## config.mk

```make
export PLATFORM = sky130hd
export DESIGN_NAME = multicycle_controller
export DESIGN_NICKNAME = d
export VERILOG_FILES = /design/src/rtl/multicycle_controller.sv
export SDC_FILE = /design/constraint.sdc
export NUM_CORES = 1
export LEC_CHECK = 0
export BUFFER_PORTS_ARGS = -buffer_cell sky130_fd_sc_hd__buf_2
export CAP_MARGIN = 20
export CORE_ASPECT_RATIO = 1.2
export CORE_MARGIN = 8
export CORE_UTILIZATION = 35
export DETAILED_ROUTE_END_ITERATION = 7
export PLACE_DENSITY = 0.73
export SYNTH_ARGS = -nofsm -noshare
export SYNTH_HDL_FRONTEND = slang
export SYNTH_SLANG_ARGS = --single-unit
```

## constraint.sdc

```tcl
create_clock -name clk -period 1.6 [get_ports clk]
set_clock_uncertainty 0.2 [all_clocks]
set_input_delay 0 -clock clk [delete_from_list [all_inputs] [get_ports clk]]
set_output_delay 0 -clock clk [all_outputs]
set_load 0.05 [all_outputs]
```

## src/rtl/multicycle_controller.sv

```systemverilog
// multicycle_controller: RV32I multi-cycle control FSM; define MC_CTRL_ILLEGAL_TRAP_EN to park illegal instructions in HALT
module multicycle_controller (
  input  logic       clk,
  input  logic       reset,
  input  logic [6:0] opcode,
  input  logic [2:0] f3,
  input  logic [6:0] f7,
  input  logic       zero,
  output logic       adr_src,
  output logic       mem_write,
  output logic       ir_write,
  output logic       old_pc_write,
  output logic       pc_write,
  output logic       reg_write,
  output logic [2:0] imm_src,
  output logic [1:0] alu_src_a,
  output logic [1:0] alu_src_b,
  output logic [2:0] alu_function,
  output logic [1:0] result_src,
  output logic       halted
);
  localparam logic [3:0] S_FETCH     = 4'd0;
  localparam logic [3:0] S_DECODE    = 4'd1;
  localparam logic [3:0] S_MEM_ADR   = 4'd2;
  localparam logic [3:0] S_MEM_READ  = 4'd3;
  localparam logic [3:0] S_MEM_WB    = 4'd4;
  localparam logic [3:0] S_MEM_WRITE = 4'd5;
  localparam logic [3:0] S_EXEC_R    = 4'd6;
  localparam logic [3:0] S_EXEC_I    = 4'd7;
  localparam logic [3:0] S_ALU_WB    = 4'd8;
  localparam logic [3:0] S_BRANCH    = 4'd9;
  localparam logic [3:0] S_JAL       = 4'd10;
  localparam logic [3:0] S_JALR_CALC = 4'd11;
  localparam logic [3:0] S_JALR_JUMP = 4'd12;
  localparam logic [3:0] S_LUI       = 4'd13;
  localparam logic [3:0] S_HALT      = 4'd14;
  localparam logic [6:0] OP_R    = 7'b0110011;
  localparam logic [6:0] OP_I    = 7'b0010011;
  localparam logic [6:0] OP_LW   = 7'b0000011;
  localparam logic [6:0] OP_SW   = 7'b0100011;
  localparam logic [6:0] OP_BR   = 7'b1100011;
  localparam logic [6:0] OP_JAL  = 7'b1101111;
  localparam logic [6:0] OP_JALR = 7'b1100111;
  localparam logic [6:0] OP_LUI  = 7'b0110111;
  localparam logic [2:0] IMM_I = 3'd0;
  localparam logic [2:0] IMM_S = 3'd1;
  localparam logic [2:0] IMM_B = 3'd2;
  localparam logic [2:0] IMM_J = 3'd3;
  localparam logic [2:0] IMM_U = 3'd4;
  localparam logic [2:0] F_ADD  = 3'd0;
  localparam logic [2:0] F_SUB  = 3'd1;
  localparam logic [2:0] F_AND  = 3'd2;
  localparam logic [2:0] F_OR   = 3'd3;
  localparam logic [2:0] F_SLT  = 3'd4;
  localparam logic [2:0] F_XOR  = 3'd5;
  localparam logic [2:0] F_SLTU = 3'd6;
`ifdef MC_CTRL_ILLEGAL_TRAP_EN
  localparam logic [3:0] S_ILLEGAL = S_HALT;
`else
  localparam logic [3:0] S_ILLEGAL = S_FETCH;
`endif

  logic [3:0] state_q;
  logic [3:0] state_d;
  logic [3:0] decode_next;
  logic [2:0] alu_fn;
  logic [2:0] br_fn;
  logic       alu_ok;
  logic       br_ok;
  logic       legal;
  logic       taken;
  logic       unused_f7;

  assign unused_f7 = ^{f7[6], f7[4:0]};

  // Decode the held instruction fields: ALU op, branch op/outcome, legality, DECODE successor
  always_comb begin
    alu_fn = f3 == 3'b111 ? F_AND :
             f3 == 3'b110 ? F_OR :
             f3 == 3'b010 ? F_SLT :
             f3 == 3'b011 ? F_SLTU :
             f3 == 3'b100 ? F_XOR : F_ADD;
    alu_ok = f3[1:0] != 2'b01;
    br_ok = !f3[1];
    br_fn = f3[2] ? F_SLT : F_SUB;
    taken = zero ^ (f3[2] ^ f3[0]);
    legal = (opcode == OP_R || opcode == OP_I) ? alu_ok :
            opcode == OP_BR ? br_ok :
            (opcode == OP_LW || opcode == OP_SW || opcode == OP_JAL ||
             opcode == OP_JALR || opcode == OP_LUI);
    decode_next = !legal ? S_ILLEGAL :
                  (opcode == OP_LW || opcode == OP_SW) ? S_MEM_ADR :
                  opcode == OP_R ? S_EXEC_R :
                  opcode == OP_I ? S_EXEC_I :
                  opcode == OP_BR ? S_BRANCH :
                  opcode == OP_JAL ? S_JAL :
                  opcode == OP_JALR ? S_JALR_CALC : S_LUI;
  end

  // Next-state sequencing; HALT is a sink only when trapping is built in
  always_comb begin
    state_d = S_FETCH;
    case (state_q)
      S_FETCH:     state_d = S_DECODE;
      S_DECODE:    state_d = decode_next;
      S_MEM_ADR:   state_d = opcode == OP_SW ? S_MEM_WRITE : S_MEM_READ;
      S_MEM_READ:  state_d = S_MEM_WB;
      S_EXEC_R,
      S_EXEC_I,
      S_JAL,
      S_JALR_JUMP: state_d = S_ALU_WB;
      S_JALR_CALC: state_d = S_JALR_JUMP;
      S_HALT:      state_d = S_ILLEGAL;
      default:     state_d = S_FETCH;
    endcase
  end

  // State register; reset restarts at FETCH
  always_ff @(posedge clk) state_q <= reset ? S_FETCH : state_d;

  // Moore datapath controls per state; all write enables are suppressed while reset is high
  always_comb begin
    adr_src = 1'b0;
    mem_write = 1'b0;
    ir_write = 1'b0;
    old_pc_write = 1'b0;
    pc_write = 1'b0;
    reg_write = 1'b0;
    imm_src = IMM_I;
    alu_src_a = 2'd0;
    alu_src_b = 2'd0;
    alu_function = F_ADD;
    result_src = 2'd0;
    case (state_q)
      S_FETCH: begin
        ir_write = 1'b1;
        old_pc_write = 1'b1;
        pc_write = 1'b1;
        alu_src_b = 2'd2;
        result_src = 2'd2;
      end
      S_DECODE: begin
        imm_src = opcode == OP_JAL ? IMM_J : IMM_B;
        alu_src_a = 2'd1;
        alu_src_b = 2'd1;
      end
      S_MEM_ADR: begin
        imm_src = opcode == OP_SW ? IMM_S : IMM_I;
        alu_src_a = 2'd2;
        alu_src_b = 2'd1;
      end
      S_MEM_READ: adr_src = 1'b1;
      S_MEM_WB: begin
        result_src = 2'd1;
        reg_write = 1'b1;
      end
      S_MEM_WRITE: begin
        adr_src = 1'b1;
        mem_write = 1'b1;
      end
      S_EXEC_R: begin
        alu_src_a = 2'd2;
        alu_function = (f3 == 3'b000 && f7[5]) ? F_SUB : alu_fn;
      end
      S_EXEC_I: begin
        alu_src_a = 2'd2;
        alu_src_b = 2'd1;
        alu_function = alu_fn;
      end
      S_ALU_WB: reg_write = 1'b1;
      S_BRANCH: begin
        alu_src_a = 2'd2;
        alu_function = br_fn;
        pc_write = taken;
      end
      S_JAL,
      S_JALR_JUMP: begin
        pc_write = 1'b1;
        alu_src_a = 2'd1;
        alu_src_b = 2'd2;
      end
      S_JALR_CALC: begin
        alu_src_a = 2'd2;
        alu_src_b = 2'd1;
      end
      S_LUI: begin
        imm_src = IMM_U;
        result_src = 2'd3;
        reg_write = 1'b1;
      end
      default: ;
    endcase
    if (reset) begin
      mem_write = 1'b0;
      ir_write = 1'b0;
      old_pc_write = 1'b0;
      pc_write = 1'b0;
      reg_write = 1'b0;
    end
  end

`ifdef MC_CTRL_ILLEGAL_TRAP_EN
  assign halted = state_q == S_HALT && !reset;
`else
  assign halted = 1'b0;
`endif
endmodule

```

Word-level counts from Yosys, hierarchy flattened
Cells that the tools add are included.
Storage, ports and cells
  register bits: 4
  input bits: 20
  output and inout port bits: 19
  word-level logic and storage cells: 80
Cells by class
  eq/ne operators: 27
  mux-type cells: 34
  bitwise gates (word level): 2
  reduce and logical (&&, ||, !) cells: 16
Operator list (number)
  $mux W3: 11
  $eq A4 B4 Y1 const B: 6
  $pmux W4 S6: 1
  $eq A7 B6 Y1 const B: 3
  $eq A7 B7 Y1 const B: 3
  $pmux W3 S3: 2
  $eq A4 B3 Y1 const B: 4
  $mux W4: 4
  $mux W1: 12
  $eq A3 B3 Y1 const B: 3
  $reduce_or A3 Y1: 3
  $eq A4 B2 Y1 const B: 2
  $pmux W2 S2: 2
  $reduce_or A4 Y1: 2
  $eq A7 B2 Y1 const B: 1
  $eq A7 B5 Y1 const B: 1
  $eq A3 B2 Y1 const B: 2
  $pmux W2 S3: 1
  $logic_or A1 B1 Y1: 5
  $reduce_or A5 Y1: 1
  $eq A4 B1 Y1 const B: 1
  $logic_not A4 Y1: 1
  $logic_not A3 Y1: 1
  $ne A2 B1 Y1 const B: 1
  other kinds (5): 6

Longest topological paths before layout
  depth after elaboration: 9
  gate-level depth with buffers: 6
  depth with buffers taken out: 6

Least setup slack after synthesis
Ideal clock, no wire load.
  path kind: register to output
  from: register state_q[2]
  to: output old_pc_write
  arrival: 2.971 ns
  required time: 1.400 ns
  setup slack: -1.571 ns
  stages on the path, launching flop included: 5
  path buffers: 3
  cell sequence: dfxtp_1 > clkbuf_1 > clkbuf_1 > nor4b_1 > buf_4
Between the ends
  longest elaborated chain between the ends: 3
Ends and longest elaborated chain
  from (decl): RTL line 63  | logic [3:0] state_q;
  from (signal assigned): RTL line 119  | always_ff @(posedge clk) state_q <= reset ? S_FETCH : state_d;
  $logic_not A4 Y1
  $mux W1 (2 in series)
  to (decl): RTL line 12  | output logic old_pc_write,
Every way passes these cells.

Worst setup path in the final report
  from: register state_q[0]
  to: output pc_write
Between the ends
  longest elaborated chain between the ends: 4
  elaborated cells between the ends (all ways): 7
  classes of those cells: eq/ne: 3; mux: 2; reduce/logical: 2
Ends and longest elaborated chain
  $eq A4 B4 Y1 or $logic_not A4 Y1 (tied branches): RTL line 134  | case (state_q)
  $reduce_or A3 Y1 (no source line)
  $pmux W1 S2 *: RTL line 134
  $mux W1 *: RTL line 193  | if (reset) begin
  to (decl): RTL line 13  | output logic pc_write,
Every way passes the cells marked *; elsewhere a longest branch is shown, timed or not.

==> qor.yml <==
post-route-period-util_pct: 111
dieArea_um2: 3980
die-width_um: 58.9
largest_reg_flops: 4
cellLeakagePower_nw: 0.687
end_kind: "output pin"
critPathTopFamily: "compound AO/OA/AOI/OAI gates"
r2r_slack_ns: 0.03
cts_buffer_depth: 2
synth.most_common_cell: "a21oi_1"
start_util_pct: 37.4
first_pass_iters: 4
top_usage_layer: "met2"
finalSetupViolCount: 12
grt_pass1_wl_um: 4660
cp-endpoint: "pc_write"
multiInputGateArea_um2: 852
hpwl_um: 2160
fin_area_um2: 1640
r2r_start: "state_q[0]"
critical_path_class: "flop to output pin"
gr-usage-all-layers_pct: 14.8
finalSetupTns_ns: -0.759
period_needed_ns: 1.78
largest_register: "state_q"
grt_pass1_vias: 1058
synth_ff_type: "dfxtp_1"
h-tree-depth: 1
antenna_found_initial: 0
crit_path_start: "state_q[0]"
final-hold-violation-count: 0
drive_above_1_share_pct: 64.2
regArea_um2: 92.6
synth.ff_latch_count: 4
status: "complete, but fails checks"
die_h_um: 67.5
fill_cells: 142
cts_tree: "yes"
grt_max_degree: 11
final_cells: 203
reg2reg_to: "state_q[1]"
p_per_area_nw_per_um2: 367
setup_ws_ns: -0.181
final_nets: 196
crit_cells: 5
syn_inst: 108
yosysWarnings: 0
routed_wl_um: 3210
yosysTopAreaCell: "dfxtp_1"
grt_use_met2_pct: 28.3
diodes: 0
cts_made_buffers: 3
grt_setup_unrepaired: "true"
overflow: 0
yosys-top-cells-count: "a21oi_1 (14), clkbuf_1 (6), nor2_1 (6), nor2b_1 (6)"
drtAntennaViolNets: 0
post-route-util_pct: 79.2
dp.cells: 191
placed_cell_area_um2: 1310
viasPerCell: 5.32
synth_area_um2: 774
vias: 1080
worstPathMaxFanout: 6
drv_cap: 0
failed_checks: "negative setup slack"
arrival_ns: 1.58
ff2ff_path_depth: 7
cp_cell_sequence: "nor2b_1, a21oi_1, a211o_1, a21oi_4, buf_6"
use_met3_pct: 3.61
rows: 18
fmax_mhz: 561
slowest_stage: "dfxtp_4"
cts.sinks: 4
clock_latency_ns: 0.24
clk_pin_slew_worst_paths_ns: 0.04
slew_viol_final: 0
synth_seq_area_share_pct: 10.3
port_buffers: 31
largest_registers: "state_q: 4 flops"
drc: 0
pin_count: 39
core_region_area_um2: 2070
required_ns: 1.40
dr.first_iter.drc_count: 22
slowest_delay_ns: 0.37
synth_nets: 129
crit_buf_inv: 1
ir_worst_vdd_uv: 273
cp-start-kind: "flop"
async_reset_ff_share_pct: 0
synth_edf_count: 0
hp-class: "input port to flop"
routabilityCongestion: 0.891
avgSynthCellArea_um2: 7.17
wl_per_cell_um: 15.8
ys_top_cells_by_area: "dfxtp_1 (10%), a21oi_1 (9.0%), nor2b_1 (4.8%)"
synth.top_cell.area_share_pct: 10.3
met1_usage_pct: 14.3
totalPowerFinal_uw: 602
cts-root-buf: "clkbuf_4"
ys_types: 47
syn2layout_area_growth_pct: 112
## tightest hold or removal path: cells and delay by family
kind            cells  cell delay, ns
simple gates        1            0.10
compound gates      2            0.25
buf+inv             1            0.11
## worst min path at each step
stage | start | endpoint | slack [ns] | cells past startpoint
finish | opcode[0] | state_q[0] | 0.06 | 4
global route | opcode[1] | state_q[0] | 0.12 | 4
CTS | opcode[0] | state_q[0] | 0.03 | 4
detailed placement | reset | state_q[3] | 0.16 | 2
global placement | reset | state_q[3] | 0.15 | 2
floorplan | reset | pc_write | -0.15 | 1
## logic make-up (layout without fill, tap and decap cells)
| logic type | after synthesis | in the layout | share of synthesized area [%] |
|---|---|---|---|
| flops | 4 | 4 | 10.3 |
| other cells | 1 | 1 | 0.484 |
| buf+inv | 14 | 79 | 7.75 |
| xor+xnor | 3 | 3 | 3.39 |
| mux | 2 | 2 | 2.75 |
| compound gates | 32 | 32 | 30.4 |
| fa+ha+maj | 1 | 1 | 1.62 |
| simple gates | 51 | 51 | 43.3 |
## layout make-up
class | count | area share (%)
Clock buffer | 3 | 1.37
Multi-Input combinational cell | 90 | 51.9
Timing Repair Buffer | 70 | 37.4
Inverter | 6 | 1.37
Sequential cell | 4 | 5.64
Tap cell | 30 | 2.29
## layout by cell type (no fill, tap or decap), types with 4 or more instances in the layout
| cell type | n |
|---|---|
| buf_6 | 25 |
| a21oi_1 | 8 |
| buf_4 | 26 |
| nand2b_1 | 4 |
| clkbuf_4 | 4 |
| a21oi_4 | 4 |
| nor3_1 | 4 |
| nor2_1 | 4 |
| inv_1 | 5 |
| buf_2 | 14 |
## layer usage
metal  up-vias  share of wire (%)
li1        531                  -
met1       507                 37
met2        34                 58
met3         8                3.3
met4         0                1.7
met5         -                  0
## through the flow
step                hold WS [ns]  setup WS [ns]
finish                    0.0639         -0.181
global route               0.121         -0.212
CTS                       0.0301         -0.102
detailed placement         0.157        -0.0927
global placement           0.146        -0.0627
floorplan                 -0.148         -0.259
## timing repair
item / 4_1_cts / 5_1_grt
setup endpoints to repair: 18 / 16
setup buffers: 4 / 4
hold buffers: 1 / 0
pin swaps: 6 / 7
resized for setup: 55 / 16
endpoints found under the hold margin: 1 / 0
## report_power, final
| group | switching, mW | internal [mW] | leakage, nW | total, mW |
|---|---|---|---|---|
| Clock | 0.0445 | 0.0841 | 0.0138 | 0.129 |
| Combinational | 0.203 | 0.164 | 0.638 | 0.366 |
| Sequential | 0.00730 | 0.100 | 0.0352 | 0.107 |
Power figures use the tool's default switching activity.
